### src/rtl/key_debounce_encoder_if.sv
// Bundle of switch inputs and note outputs exchanged between the key input stage and its consumers.
// The master side drives the raw switches; the slave side (the encoder) drives the note outputs.
interface key_debounce_encoder_if #(
  parameter int NUM_KEYS = 5
);
  logic [NUM_KEYS-1:0] switch;
  logic [2:0]          note_code;
  logic                note_on;
  logic                note_strobe;
  logic [NUM_KEYS-1:0] key_stable;

  modport master (
    output switch,
    input  note_code, note_on, note_strobe, key_stable
  );

  modport slave (
    input  switch,
    output note_code, note_on, note_strobe, key_stable
  );
endinterface

### src/rtl/key_debounce_encoder.sv
// Synchronise, debounce and priority-encode the note switches into a registered note code and strobe.
// Optional macro KEY_LAST_PRESS_EN selects last-pressed priority instead of lowest-index priority.
module key_debounce_encoder #(
  parameter int DEBOUNCE_CYCLES = 1_000_000,
  parameter int NUM_KEYS        = 5
) (
  input logic                   clk,
  input logic                   rst,
  key_debounce_encoder_if.slave bus
);
  localparam int              CW       = $clog2(DEBOUNCE_CYCLES + 1);
  localparam logic [CW-1:0]   CNT_LAST = CW'(DEBOUNCE_CYCLES - 1);

  logic [NUM_KEYS-1:0] sync1_q, sync2_q;
  logic [NUM_KEYS-1:0] stable_q, stable_d;
  logic [2:0]          note_code_q, note_code_d;
  logic                note_strobe_q;

  function automatic logic [2:0] lowest_code(input logic [NUM_KEYS-1:0] v);
    lowest_code = 3'd0;
    for (int i = NUM_KEYS - 1; i >= 0; i--) begin
      if (v[i]) lowest_code = 3'(i + 1);
    end
  endfunction

  always_ff @(posedge clk) begin
    if (rst) begin
      sync1_q  <= '0;
      sync2_q  <= '0;
      stable_q <= '0;
    end else begin
      sync1_q  <= bus.switch;
      sync2_q  <= sync1_q;
      stable_q <= stable_d;
    end
  end

  for (genvar gi = 0; gi < NUM_KEYS; gi++) begin : g_key
    logic [CW-1:0] cnt_q, cnt_d;
    logic          stable_nx;

    // Any cycle where the synchronised level agrees with the stable level restarts the count.
    always_comb begin
      cnt_d     = '0;
      stable_nx = stable_q[gi];
      if (sync2_q[gi] != stable_q[gi]) begin
        if (cnt_q == CNT_LAST) begin
          stable_nx = sync2_q[gi];
        end else begin
          cnt_d = cnt_q + 1'b1;
        end
      end
    end

    assign stable_d[gi] = stable_nx;

    always_ff @(posedge clk) begin
      if (rst) begin
        cnt_q <= '0;
      end else begin
        cnt_q <= cnt_d;
      end
    end
  end

`ifdef KEY_LAST_PRESS_EN
  logic [2:0]          last_key_q, last_key_d;
  logic [NUM_KEYS-1:0] rise;
  logic                last_held_q, last_held_d;

  // last_key tracks the newest press; it falls back to the lowest held key when that key lets go.
  always_comb begin
    rise        = stable_d & ~stable_q;
    last_held_q = 1'b0;
    last_held_d = 1'b0;
    for (int i = 0; i < NUM_KEYS; i++) begin
      if (last_key_q == 3'(i + 1)) begin
        last_held_q = stable_q[i];
        last_held_d = stable_d[i];
      end
    end
    last_key_d = last_key_q;
    if (|rise) begin
      last_key_d = lowest_code(rise);
    end else if (last_key_q != 3'd0 && !last_held_d) begin
      last_key_d = lowest_code(stable_d);
    end
    note_code_d = (last_key_q != 3'd0 && last_held_q) ? last_key_q : lowest_code(stable_q);
  end

  always_ff @(posedge clk) begin
    if (rst) begin
      last_key_q <= 3'd0;
    end else begin
      last_key_q <= last_key_d;
    end
  end
`else
  always_comb begin
    note_code_d = lowest_code(stable_q);
  end
`endif

  always_ff @(posedge clk) begin
    if (rst) begin
      note_code_q   <= 3'd0;
      note_strobe_q <= 1'b0;
    end else begin
      note_code_q   <= note_code_d;
      note_strobe_q <= (note_code_d != note_code_q);
    end
  end

  assign bus.note_code   = note_code_q;
  assign bus.note_on     = (note_code_q != 3'd0);
  assign bus.note_strobe = note_strobe_q;
  assign bus.key_stable  = stable_q;
endmodule

### src/flat_wrapper.sv
// flat-port wrapper written by rule: the top's interface ports become plain ports
module key_debounce_encoder_flat 
#(
  parameter int DEBOUNCE_CYCLES = 1_000_000,
  parameter int NUM_KEYS        = 5
)
  (clk, rst, bus_switch, bus_note_code, bus_note_on, bus_note_strobe, bus_key_stable);
  key_debounce_encoder_if #(.NUM_KEYS(NUM_KEYS)) bus_i ();
  input logic clk;
  input logic rst;
  input wire logic [$bits(bus_i.switch)-1:0] bus_switch;
  output wire logic [$bits(bus_i.note_code)-1:0] bus_note_code;
  output wire logic [$bits(bus_i.note_on)-1:0] bus_note_on;
  output wire logic [$bits(bus_i.note_strobe)-1:0] bus_note_strobe;
  output wire logic [$bits(bus_i.key_stable)-1:0] bus_key_stable;
  assign bus_i.switch = bus_switch;
  assign bus_note_code = bus_i.note_code;
  assign bus_note_on = bus_i.note_on;
  assign bus_note_strobe = bus_i.note_strobe;
  assign bus_key_stable = bus_i.key_stable;
  key_debounce_encoder #(.DEBOUNCE_CYCLES(DEBOUNCE_CYCLES), .NUM_KEYS(NUM_KEYS)) u_core (.clk(clk), .rst(rst), .bus(bus_i));
endmodule
### config.mk
export PLATFORM = sky130hd
export DESIGN_NAME = key_debounce_encoder_flat
export DESIGN_NICKNAME = d
export VERILOG_FILES = /design/src/rtl/key_debounce_encoder_if.sv /design/src/rtl/key_debounce_encoder.sv /design/src/flat_wrapper.sv
export SDC_FILE = /design/constraint.sdc
export NUM_CORES = 1
export LEC_CHECK = 0
export CAP_MARGIN = 5
export CORE_MARGIN = 5
export CORE_UTILIZATION = 60
export DETAILED_ROUTE_END_ITERATION = 6
export HOLD_SLACK_MARGIN = 0.12
export PLACE_DENSITY = 0.78
export SYNTH_ARGS = -nofsm -noshare
export SYNTH_HDL_FRONTEND = slang
export SYNTH_SLANG_ARGS = --single-unit
### constraint.sdc
create_clock -name clk -period 2 [get_ports clk]
set_input_delay 0.2 -clock clk [delete_from_list [all_inputs] [get_ports clk]]
set_output_delay 0.2 -clock clk [all_outputs]
set_load 0.1 [all_outputs]
# Word-level counts from Yosys, hierarchy flattened
# Cells that the tools add are included.
dict set report word_totals {
  output_inout_bits 10
  register_bits 119
  input_bits 7
}
dict set report classes {
  bitwise_logic 5
  mux 5
  addsub 5
  reduce_logical 11
  eq_ne 11
}
# op count
set op_table {}
lappend op_table {{$add A20 B1 Y20 const B} 5}
lappend op_table {{$eq A20 B20 Y1 const B} 5}
lappend op_table {{$mux W3} 5}
lappend op_table {{$reduce_or A3 Y1} 5}
lappend op_table {{$reduce_and A2 Y1} 5}
lappend op_table {{$ne A1 B1 Y1} 5}
lappend op_table {{$not A1 Y1} 5}
lappend op_table {{$ne A3 B3 Y1} 1}
lappend op_table {{$reduce_bool A3 Y1} 1}

# Logic depth before layout (Yosys ltp)
dict set report depth {
  ltp_word 6
  depth_mapped 8
}

# Least setup slack after synthesis
# No wires, ideal clock.
dict set report synth_path {
  kind {register to register}
  start {register u_core.stable_q[0] (netlist: u_core.bus.key_stable[0])}
  end {register u_core.g_key[0].cnt_q[11]}
  synth_period_minus_slack_ns 2.133
  t_arrival_ns 2.069
  stages_incl_launch_ff 8
  setup_time_ns 0.064
  setup_slack_ns -0.133
  n_path_buf 3
  cell_sequence {dfxtp_1 > buf_2 > xor2_1 > nand2b_1 > or2_2 > buf_4 > buf_6 > nor2_1}
}
dict set report synth_via {
  elab_chain_cells 3
}
# item line_no
set synth_lines {}
lappend synth_lines {{from (decl)} key_debounce_encoder.sv:15} ;# logic [NUM_KEYS-1:0] stable_q, stable_d;
lappend synth_lines {{from (signal assigned)} key_debounce_encoder.sv:34} ;# stable_q <= stable_d;
lappend synth_lines {{$ne A1 B1 Y1} key_debounce_encoder.sv:46} ;# if (sync2_q[gi] != stable_q[gi]) begin
lappend synth_lines {{$not A1 Y1 (no line)} --}
lappend synth_lines {{$reduce_or A3 Y1 (no line)} --}
lappend synth_lines {{to (signal assigned)} key_debounce_encoder.sv:61} ;# cnt_q <= cnt_d;
lappend synth_lines {{to (decl)} key_debounce_encoder.sv:39} ;# logic [CW-1:0] cnt_q, cnt_d;
# Every way passes these cells.
# A chain may end at the register's enable or synchronous reset.

# Worst setup path after layout
dict set report layout_path {
  start {register u_core.g_key[1].cnt_q[0]}
  end {register u_core.g_key[1].cnt_q[7]}
}
dict set report layout_via {
  elab_chain_cells 2
  word_cells_on_any_way 3
  cone_classes {add/sub: 1; eq/ne: 1; reduce/logical: 1}
}
# item line_no
set layout_lines {}
lappend layout_lines {{from (decl)} key_debounce_encoder.sv:39}
lappend layout_lines {{from (signal assigned)} key_debounce_encoder.sv:61}
lappend layout_lines {{branches (longest 2 deep; another with $add A20 B1 Y20)} --}
# Several ways; the timed one is not identified.

==> reports/results.ini <==
[critical_path]
required_ps = 2400
r2r-start = u_core.g_key[1].cnt_q[0]
worstPathArrival_ps = 2260
reg2reg_slack_ps = 140
cp-end-kind = flip-flop
reg2reg_depth = 7
worstSetupPathType = flip-flop to flip-flop
crit_path_start_kind = flip-flop
r2r-end = u_core.g_key[1].cnt_q[7]
path_max_fanout = 11

[yosys]
syn_inst = 561
synth_top_cell_by_area = dfxtp_1
synth_top_area_share_pct = 47.55
avgSynthCellArea_sq_um = 8.930
synth-seq-cells = 119
synth.cell_area_sq_um = 5010
synthesis.nets = 573
ys_types = 34
ys_seq_area_share_pct = 47.55
synth_warnings = 0
synth_area_leaders = dfxtp_1 48%, nor2_1 9.8%, xor2_1 9.1%

[worst_hold_path]
min_from = bus_switch[4]
hold_depth = 2
min-delay-path-class = input pin to flip-flop
hold_path_end = u_core.sync1_q[4]

[timing]
finClkSkew_ps = 8.103
slew_viol_final = 0
slew-limit-headroom_pct = 64.48
hold_slack_ps = 244.9
layout_worst_path_cycle_share_pct = 93.02
setup_viol = 0
fmax_ghz = 0.5375
tns_ps = 0
period_needed_ps = 1860
worst_slew_pin_slew_ps = 528.0
hold_viol_final = 0

[cts]
cts_root_buffer = clkbuf_8
cts_made_buffers = 17
hold_buffers = 0
tritoncts = yes
clock_path_buffers = 2
htreeDepth = 4
clk_pin_slew_ps = 60
insertion_delay_ps = 510
clock_sinks = 119

[placement]
dpl_cell_area_sq_um = 5240
dp_hpwl_mm = 6.121
portBuffers = 16
place_congestion = 0.7882

[cells_and_area]
n_fill_cell = 598
final_cell_area_sq_um = 5836
nets = 603
synthToLayoutAreaGrowth_pct = 16.48
diodes = 0
drive_gt1_share_pct = 9.768

[global_route]
antenna_found_initial = 0
use_met1_pct = 22.83
grt_pass1_wl_mm = 15.85
use_met3_pct = 7.231
grt_pass1_vias = 3658
grt_max_degree = 20
grt-busiest-layer = met2
track_usage_pct = 19.39
grt-ovfl-total = 0
grt_util_met2_pct = 32.29

[die]
core_area_sq_um = 8175
dieHeight_um = 101.4
initial_core_util_pct = 61.28
die_area_sq_um = 10280
ios = 17
row_count = 33
die_x_um = 101.4

[power_and_ir_drop]
combPwrFrac_pct = 1.1
seq_power_share_pct = 44.2
powerDensity_nw_per_um2 = 927.0
p_sw_share_pct = 19.99
peakVddDrop_v = 0.001034
clock_power_share_pct = 54.7
p_leak_nw = 1.964
p_switching_mw = 1.081
internal_power_mw = 4.328

[route]
drtPass1Iterations = 5
routed_wirelength_mm = 9.166
drt_iter0_drc = 156
routedWlPerCell_um = 12.93
drc = 0
ant_nets = 0
vias = 3774
via_per_inst = 5.323

[run]
drv_cap = 0

[run_status]
status = finished clean

## layout make-up
| cell class | instances | area, sq um | share of cell area (%) |
|---|---|---|---|
| inverters | 11 | 41.29 | 0.7075 |
| multi-input cells | 415 | 2475 | 42.41 |
| well taps | 105 | 131.4 | 2.251 |
| clock inverters | 13 | 155.1 | 2.659 |
| flip-flops and latches | 119 | 2384 | 40.84 |
| clock buffers | 19 | 431.7 | 7.397 |
| repair buffers | 27 | 217.7 | 3.731 |
## state kept, by name, indices dropped and copies added (netlist names)
name,flops
u_core.sync1_q,5
u_core.g_key.cnt_q,100
u_core.bus.note_code,3
u_core.bus.note_strobe,1
u_core.bus.key_stable,5
u_core.sync2_q,5
## worst max-delay path by stage
stage | start | endpoint | slack [ps] | cells past startpoint
2_1_floorplan | u_core.bus.note_code[1] | bus_note_on | 20 | 1
3_3_place_gp | u_core.g_key[0].cnt_q[0] | u_core.g_key[0].cnt_q[10] | 160 | 5
3_5_place_dp | u_core.g_key[1].cnt_q[0] | u_core.g_key[1].cnt_q[14] | 120 | 7
4_1_cts | u_core.g_key[0].cnt_q[0] | u_core.g_key[0].cnt_q[8] | 50 | 5
5_1_grt | u_core.g_key[1].cnt_q[0] | u_core.g_key[1].cnt_q[7] | -9 | 7
6_report | u_core.g_key[1].cnt_q[0] | u_core.g_key[1].cnt_q[7] | 140 | 7
## metrics by stage
step | util [%] | total power [mW] | worst slack, ps | cells
after detailed placement | 64.10 | 2.499 | 124.1 | 677
after CTS | 71.27 | 5.463 | 48.72 | 709
after global routing | 71.38 | 5.598 | -8.574 | 709
after global placement | 64.10 | 2.498 | 163.3 | 677
after floorplan | - | 2.479 | 19.36 | 561
final | 71.38 | 5.409 | 139.6 | 709
## cell usage in the layout, fill, tap and decap left out
cell type        instances
or2_2                    2
and2_4                   1
or3_1                    3
nor3b_1                  2
inv_1                   11
clkinv_2                 4
or2_4                    1
nor4b_1                  6
clkbuf_1                 1
bufinv_16                3
nand2_1                 31
nor4_2                   1
nor4_1                   8
buf_4                   21
clkbuf_16               16
nor2_1                 131
a21oi_1                  4
xor2_1                  52
o21ai_0                  1
clkdlybuf4s50_1          6
dfxtp_1                118
ha_1                     5
nor4bb_1                 2
and4b_4                  1
xnor2_1                 43
clkbuf_8                 2
nor3_1                  13
nor2b_1                 11
mux2i_1                  5
nand4_1                 23
and4_1                   7
dfxtp_2                  1
nand2b_1                 4
clkinvlp_4               6
nand3_1                 36
or2_1                    2
and3_1                  15
and2_1                   4
o32ai_1                  1
## logic make-up (layout without fill, tap and decap cells)
family / after synthesis / after routing / share of synthesized area, %
XOR/XNOR: 95 / 95 / 16.61
AO/OA/AOI/OAI: 6 / 6 / 0.6743
flip-flops: 119 / 119 / 47.55
multiplexers: 5 / 5 / 0.9990
adder cells (fa/ha/maj): 5 / 5 / 1.249
buffers and inverters: 27 / 70 / 3.221
AND/OR/NAND/NOR: 304 / 304 / 29.69
## what timing repair did
item,4_1_cts,5_1_grt
gates resized for setup,0,2
setup buffers,0,0
setup endpoints to repair,0,40
## per-layer routing
| layer | wire, um | up-vias |
|---|---|---|
| met4 | 94 | 0 |
| met3 | 340 | 7 |
| met5 | 0 | - |
| met2 | 4556 | 63 |
| met1 | 4174 | 1771 |
| li1 | - | 1933 |
## critical path, cell delays in order, from the launching register on
cell and delay, ps:
dfxtp_1 370, ha_1 200, and4_1 270, nand2_1 120, nor4_2 350, or3_1 190, buf_4 180, nor2_1 60
## power by group through the flow
stage / Combinational [mW] / Clock (mW) / Sequential (mW)
3_3_place_gp: 0.0563 / 0 / 2.44
3_5_place_dp: 0.0570 / 0 / 2.44
4_1_cts: 0.0573 / 3.01 / 2.39
2_1_floorplan: 0.0383 / 0 / 2.44
6_report: 0.0571 / 2.96 / 2.39
5_1_grt: 0.0636 / 3.14 / 2.39
## synth_stat cells, drive strengths merged
cell,instances
dfxtp,119
and4b,1
or2,5
or3,3
nand4,23
nor4b,6
mux2i,5
nor4,9
nor2b,11
buf,13
a21oi,4
ha,5
o21ai,1
nand3,36
nor4bb,2
xor2,52
and3,15
nand2b,4
and4,7
nand2,31
nor3,13
nor2,131
clkbuf,3
and2,5
o32ai,1
nor3b,2
xnor2,43
inv,11
Note: power is estimated with default switching activity, not from simulation.
